[config.mk]
export PLATFORM = sky130hd
export DESIGN_NAME = cjb_dm_arbiter
export DESIGN_NICKNAME = d
export VERILOG_FILES = /design/src/rtl/cjb_dm_arbiter.sv
export SDC_FILE = /design/constraint.sdc
export NUM_CORES = 1
export LEC_CHECK = 0
export BUFFER_PORTS_ARGS = -buffer_cell sky130_fd_sc_hd__buf_2
export CORE_AREA = 5 5 75 77
export CTS_CLUSTER_SIZE = 25
export DETAILED_ROUTE_END_ITERATION = 7
export DIE_AREA = 0 0 80 82
export PLACE_DENSITY = 0.74
export SETUP_SLACK_MARGIN = 0.3
export SKIP_CTS_REPAIR_TIMING = 1
export SLEW_MARGIN = 10
export SYNTH_ARGS = -nofsm -noshare
export SYNTH_HDL_FRONTEND = slang
export SYNTH_SLANG_ARGS = --single-unit
[constraint.sdc]
create_clock -name Clock -period 1.5 [get_ports Clock]
set_clock_uncertainty 0.05 [all_clocks]
set_input_delay 0.225 -clock Clock [delete_from_list [all_inputs] [get_ports Clock]]
set_output_delay 0.225 -clock Clock [all_outputs]
set_load 0.02 [all_outputs]
[src/rtl/cjb_dm_arbiter.sv]
// cjb_dm_arbiter
// Two-requester arbiter/sequencer for the single-port synchronous data memory.
// The CPU port has fixed priority. After STARVE_LIMIT consecutive CPU wins with
// dma_req pending, the DMA port wins the next decision. DMA writes at or above
// IO_BASE are squashed: the DM is not written and dma_err is raised with the ack.
//
// Access sequence: IDLE/CAP (decide) -> ACC (DM sees addr/we/wdata) -> CAP
// (dm_rdata valid, ack + rdata on next edge, and the next decision is taken).
//
// Ports:
//   Clock, Reset                 clock, synchronous active-high reset
//   cpu_req/we/addr/wdata        CPU request (level, held until cpu_gnt)
//   cpu_gnt, cpu_ack, cpu_rdata  grant pulse, completion pulse, read data
//   dma_req/we/addr/wdata        DMA request (level, held until dma_gnt)
//   dma_gnt, dma_ack, dma_rdata  grant pulse, completion pulse, read data
//   dma_err                      pulses with dma_ack when a DMA write was blocked
//   dm_addr, dm_wdata, dm_we     registered DM controls
//   dm_rdata                     DM read data, one cycle after the address
// Optional (macro CJB_DM_ARB_STATS_EN):
//   cpu_grants, dma_grants, blocked_writes   saturating event counters
module cjb_dm_arbiter #(
  parameter int              AW           = 10,
  parameter int              DW           = 8,
  parameter logic [AW-1:0]   IO_BASE      = 10'h3FC,
  parameter int              STARVE_LIMIT = 3
) (
  input  logic          Clock,
  input  logic          Reset,
  input  logic          cpu_req,
  input  logic          cpu_we,
  input  logic [AW-1:0] cpu_addr,
  input  logic [DW-1:0] cpu_wdata,
  output logic          cpu_gnt,
  output logic          cpu_ack,
  output logic [DW-1:0] cpu_rdata,
  input  logic          dma_req,
  input  logic          dma_we,
  input  logic [AW-1:0] dma_addr,
  input  logic [DW-1:0] dma_wdata,
  output logic          dma_gnt,
  output logic          dma_ack,
  output logic [DW-1:0] dma_rdata,
  output logic          dma_err,
  output logic [AW-1:0] dm_addr,
  output logic [DW-1:0] dm_wdata,
  output logic          dm_we,
`ifdef CJB_DM_ARB_STATS_EN
  output logic [15:0]   cpu_grants,
  output logic [15:0]   dma_grants,
  output logic [7:0]    blocked_writes,
`endif
  input  logic [DW-1:0] dm_rdata
);

  localparam logic [3:0] LIMIT = 4'(STARVE_LIMIT);

  typedef enum logic [1:0] {IDLE, ACC, CAP} state_t;
  typedef enum logic {OWN_CPU, OWN_DMA} owner_t;

  state_t        state_reg, state_next;
  owner_t        owner_reg, owner_next;
  logic [3:0]    starve_reg, starve_next;
  logic [AW-1:0] dm_addr_reg, dm_addr_next;
  logic [DW-1:0] dm_wdata_reg, dm_wdata_next;
  logic          dm_we_reg, dm_we_next;
  logic          is_read_reg, is_read_next;
  logic          blocked_reg, blocked_next;
  logic          cpu_gnt_reg, cpu_gnt_next;
  logic          dma_gnt_reg, dma_gnt_next;
  logic          cpu_ack_reg, cpu_ack_next;
  logic          dma_ack_reg, dma_ack_next;
  logic          dma_err_reg, dma_err_next;
  logic [DW-1:0] cpu_rdata_reg, cpu_rdata_next;
  logic [DW-1:0] dma_rdata_reg, dma_rdata_next;

  logic decide;
  logic dma_in_io;
  logic dma_wins;

  assign decide    = (state_reg == IDLE) || (state_reg == CAP);
  assign dma_in_io = (dma_addr >= IO_BASE);
  // Starved DMA beats the CPU; otherwise DMA only wins when the CPU is quiet.
  assign dma_wins  = dma_req && ((starve_reg == LIMIT) || !cpu_req);

  always_comb begin
    state_next     = state_reg;
    owner_next     = owner_reg;
    starve_next    = starve_reg;
    dm_addr_next   = dm_addr_reg;
    dm_wdata_next  = dm_wdata_reg;
    dm_we_next     = dm_we_reg;
    is_read_next   = is_read_reg;
    blocked_next   = blocked_reg;
    cpu_gnt_next   = 1'b0;
    dma_gnt_next   = 1'b0;
    cpu_ack_next   = 1'b0;
    dma_ack_next   = 1'b0;
    dma_err_next   = 1'b0;
    cpu_rdata_next = cpu_rdata_reg;
    dma_rdata_next = dma_rdata_reg;

    case (state_reg)
      ACC: begin
        dm_we_next = 1'b0;
        state_next = CAP;
      end
      CAP: begin
        // Complete the access in flight; rdata only updates on reads.
        if (owner_reg == OWN_DMA) begin
          dma_ack_next = 1'b1;
          dma_err_next = blocked_reg;
          if (is_read_reg) dma_rdata_next = dm_rdata;
        end else begin
          cpu_ack_next = 1'b1;
          if (is_read_reg) cpu_rdata_next = dm_rdata;
        end
      end
      default: ;
    endcase

    if (decide) begin
      if (dma_wins) begin
        owner_next    = OWN_DMA;
        dm_addr_next  = dma_addr;
        dm_wdata_next = dma_wdata;
        dm_we_next    = dma_we && !dma_in_io;
        is_read_next  = !dma_we;
        blocked_next  = dma_we && dma_in_io;
        dma_gnt_next  = 1'b1;
        starve_next   = 4'd0;
        state_next    = ACC;
      end else if (cpu_req) begin
        owner_next    = OWN_CPU;
        dm_addr_next  = cpu_addr;
        dm_wdata_next = cpu_wdata;
        dm_we_next    = cpu_we;
        is_read_next  = !cpu_we;
        blocked_next  = 1'b0;
        cpu_gnt_next  = 1'b1;
        state_next    = ACC;
        if (!dma_req)
          starve_next = 4'd0;
        else if (starve_reg != LIMIT)
          starve_next = starve_reg + 4'd1;
      end else begin
        starve_next = 4'd0;
        state_next  = IDLE;
      end
    end
  end

  always_ff @(posedge Clock) begin
    if (Reset) begin
      state_reg     <= IDLE;
      owner_reg     <= OWN_CPU;
      starve_reg    <= 4'd0;
      dm_addr_reg   <= '0;
      dm_wdata_reg  <= '0;
      dm_we_reg     <= 1'b0;
      is_read_reg   <= 1'b0;
      blocked_reg   <= 1'b0;
      cpu_gnt_reg   <= 1'b0;
      dma_gnt_reg   <= 1'b0;
      cpu_ack_reg   <= 1'b0;
      dma_ack_reg   <= 1'b0;
      dma_err_reg   <= 1'b0;
      cpu_rdata_reg <= '0;
      dma_rdata_reg <= '0;
    end else begin
      state_reg     <= state_next;
      owner_reg     <= owner_next;
      starve_reg    <= starve_next;
      dm_addr_reg   <= dm_addr_next;
      dm_wdata_reg  <= dm_wdata_next;
      dm_we_reg     <= dm_we_next;
      is_read_reg   <= is_read_next;
      blocked_reg   <= blocked_next;
      cpu_gnt_reg   <= cpu_gnt_next;
      dma_gnt_reg   <= dma_gnt_next;
      cpu_ack_reg   <= cpu_ack_next;
      dma_ack_reg   <= dma_ack_next;
      dma_err_reg   <= dma_err_next;
      cpu_rdata_reg <= cpu_rdata_next;
      dma_rdata_reg <= dma_rdata_next;
    end
  end

  assign cpu_gnt   = cpu_gnt_reg;
  assign cpu_ack   = cpu_ack_reg;
  assign cpu_rdata = cpu_rdata_reg;
  assign dma_gnt   = dma_gnt_reg;
  assign dma_ack   = dma_ack_reg;
  assign dma_rdata = dma_rdata_reg;
  assign dma_err   = dma_err_reg;
  assign dm_addr   = dm_addr_reg;
  assign dm_wdata  = dm_wdata_reg;
  assign dm_we     = dm_we_reg;

`ifdef CJB_DM_ARB_STATS_EN
  logic [15:0] cpu_grants_reg;
  logic [15:0] dma_grants_reg;
  logic [7:0]  blocked_writes_reg;

  // The *_gnt_next strobes mark exactly the decision edges with a winner.
  always_ff @(posedge Clock) begin
    if (Reset) begin
      cpu_grants_reg     <= '0;
      dma_grants_reg     <= '0;
      blocked_writes_reg <= '0;
    end else begin
      if (cpu_gnt_next && (cpu_grants_reg != 16'hFFFF))
        cpu_grants_reg <= cpu_grants_reg + 16'd1;
      if (dma_gnt_next && (dma_grants_reg != 16'hFFFF))
        dma_grants_reg <= dma_grants_reg + 16'd1;
      if (dma_gnt_next && blocked_next && (blocked_writes_reg != 8'hFF))
        blocked_writes_reg <= blocked_writes_reg + 8'd1;
    end
  end

  assign cpu_grants     = cpu_grants_reg;
  assign dma_grants     = dma_grants_reg;
  assign blocked_writes = blocked_writes_reg;
`endif

endmodule

==> run metrics <==
CP startpoint kind flip-flop; Clock Root Buffer clkbuf_8; Pre-Repair DR Iteration Count 4; Tightest Pin Transition 263 ps; Die W 80 um; # port buffers 89; Clock Sinks 49; PwrDens 1020 nW/um2; vias in the first global route 1845; Via density 4.92; Worst R2R Start starve_reg[1]; grt total ovfl 0; status finished, violations left; class of the most critical setup path reg2reg; violated checks negative setup slack; # DRC 0; antenna fix cells 0; global-route wire length before repair 8.02 mm; IO Pins 90; post-synthesis sequential area ratio 49.7%; Cell variety after synth 34; Hold Path Sink dma_rdata[2]; chip height 82 um; Final WS setup -51.5 ps; yosys warns 0; CP max stage delay 340 ps; cts bufs inserted 5; antenna viol nets, final 0; RSZ-0062 raised after global routing true; post-route minimum period 1550 ps; Placer Congestion 0.802; Post-Syn Area 1970 um2; FF-to-FF End is_read_reg; Top Family by Delay on Critical Path compound AO/OA/AOI/OAI gates; final wirelength 5.00 mm; Hold Startpoint dm_rdata[2]; crit path cell chain ha_4, nor3b_4, o21ai_2, buf_4, mux2i_2, a21o_1; WP data arrival 1760 ps; DRT iter0 DRCs 104; CTS Buffer Depth 2; number of max-cap violations 0; Critical Path Source starve_reg[1]; r2r setup slk -50 ps; NetSw 752 uW; #FFs+latches synth 49; HP Class in2reg; hold path cells 3; internal power 2.12 mW; clock power share 33.7%; commonest non-fill, non-tap cell in the layout buf_2; full die area 6560 um2; WP data required 1700 ps; Reg2Reg Depth 6; Nets 380; Gate power share 17.0%; Max Slew Vio Count 0; max_slew headroom 82.4%; commonest non-fill, non-tap cells in the layout 89 x buf_2, 55 x nand2_1, 44 x dfxtp_1; number of fill cells 468; Starting Density 39.9%; Setup Viol. Count Final 14; TritonCTS clock tree done; routed len/inst 12.5 um; Clock transition at path regs 90 ps; routed via count 1966; Critical-path top delay cell dfxtp_2; Hold Fails Final Rpt 0; CP max FO 8; Peak Freq 645 MHz; Flop pwr share 49.3%; pre-CTS WS -20.9 ps; Leak 1.30 nW; multi-input logic area 980 um2; Seq. cell area 990 um2; cells after synthesis 232; Design Power 2.87 mW; switching share of power 26.2%; max FFs per register 10; final critical-path share of the clock period 103%; layout cell share with drive strength beyond 1 41.5%; dpl hpwl 3.67 mm; CP bufs+invs 1; Avg Cell Area, Syn 8.50 um2; core area 4940 um2; worst vdd ir 0.438 mV; Crit path depth 6; initial antenna violation count 0; area grow syn2layout 42.6%; largest net degree at the start of global routing 37; syn_nets 283; Total GRT Usage 15.3%; critical path capture point type flip-flop; H-Tree Depth 2; Cell Rows 26; worst skew pair latency 300 ps
-- synth_stat cells, drive strengths merged --
cell	instances	area share (%)
nor2b	1	0.32
nor3	2	0.51
nand4	4	1.3
o21a	1	0.38
nor4bb	1	0.51
a31oi	1	0.32
and2	1	0.32
nand3b	1	0.38
ha	1	0.63
a21oi	11	2.8
buf	10	2.9
inv	2	0.38
nor3b	2	1.3
a21o	3	1.1
and4	1	0.44
nor2	39	7.4
mux2i	9	4.6
nand4b	1	0.44
a32o	1	0.51
dfxtp	49	50
clkbuf	6	1.1
nand2	56	11
o211ai	1	0.38
a22oi	1	0.38
and3	3	0.95
o21ai	5	1.5
a311oi	18	8.3
a31o	1	0.44
-- per-stage QoR --
step | util, % | cell area, um2 | hold slack, ps | setup TNS (ps) | instances
2_1_floorplan | - | 2020 | 311 | -110 | 232
3_3_place_gp | 52.1 | 2580 | 394 | 0 | 388
3_5_place_dp | 52.1 | 2580 | 396 | -59.4 | 388
4_1_cts | 54.6 | 2700 | 99.9 | -401 | 396
5_1_grt | 56.9 | 2810 | 115 | -1880 | 400
6_report | 56.9 | 2810 | 110 | -352 | 400
-- worst max-delay path by stage --
| stage | to | slack (ps) |
|---|---|---|
| 2_1_floorplan | dm_we | -30 |
| 3_3_place_gp | dm_addr[9] | 10 |
| 3_5_place_dp | dm_wdata[4] | -20 |
| 4_1_cts | dm_addr[8] | -40 |
| 5_1_grt | dm_addr[1] | -120 |
| 6_report | is_read_reg | -50 |
-- tightest hold or removal path, stage by stage --
cell	delay (ps)
buf_2	100
nand2_1	50
a21oi_1	50
-- metal layers --
| metal | wire length (um) | up-vias | track usage (%) |
|---|---|---|---|
| met5 | 0 | - | 0 |
| met4 | 35 | 0 | 3.55 |
| met3 | 478 | 3 | 5.04 |
| met2 | 2220 | 92 | 25.3 |
| met1 | 2260 | 879 | 19.4 |
| li1 | - | 992 | - |
-- kinds of logic after synthesis --
kind of cell	synth area share [%]
DFF	49.7
AOI/OAI and AO/OA	16.1
buffers and inverters	4.38
muxes	4.57
and+or+nand+nor	24.6
adders and majority gates	0.634
-- power by group through the flow --
stage	combinational [mW]	sequential, mW	clock, mW
after floorplan	0.201	1.51	0
after global placement	0.449	1.44	0
after detailed placement	0.454	1.44	0
after CTS	0.455	1.41	1.00
after global routing	0.534	1.43	1.04
final	0.488	1.42	0.970
-- final cells by class --
| cell class | count | share of cell area [%] |
|---|---|---|
| flip-flops and latches | 49 | 35.2 |
| multi-input cells | 165 | 34.8 |
| repair buffers | 106 | 22.3 |
| well taps | 70 | 3.12 |
| clock buffers | 6 | 2.94 |
| clock inverters | 2 | 1.34 |
| inverters | 2 | 0.267 |
(Power assumes the default switching activity.)
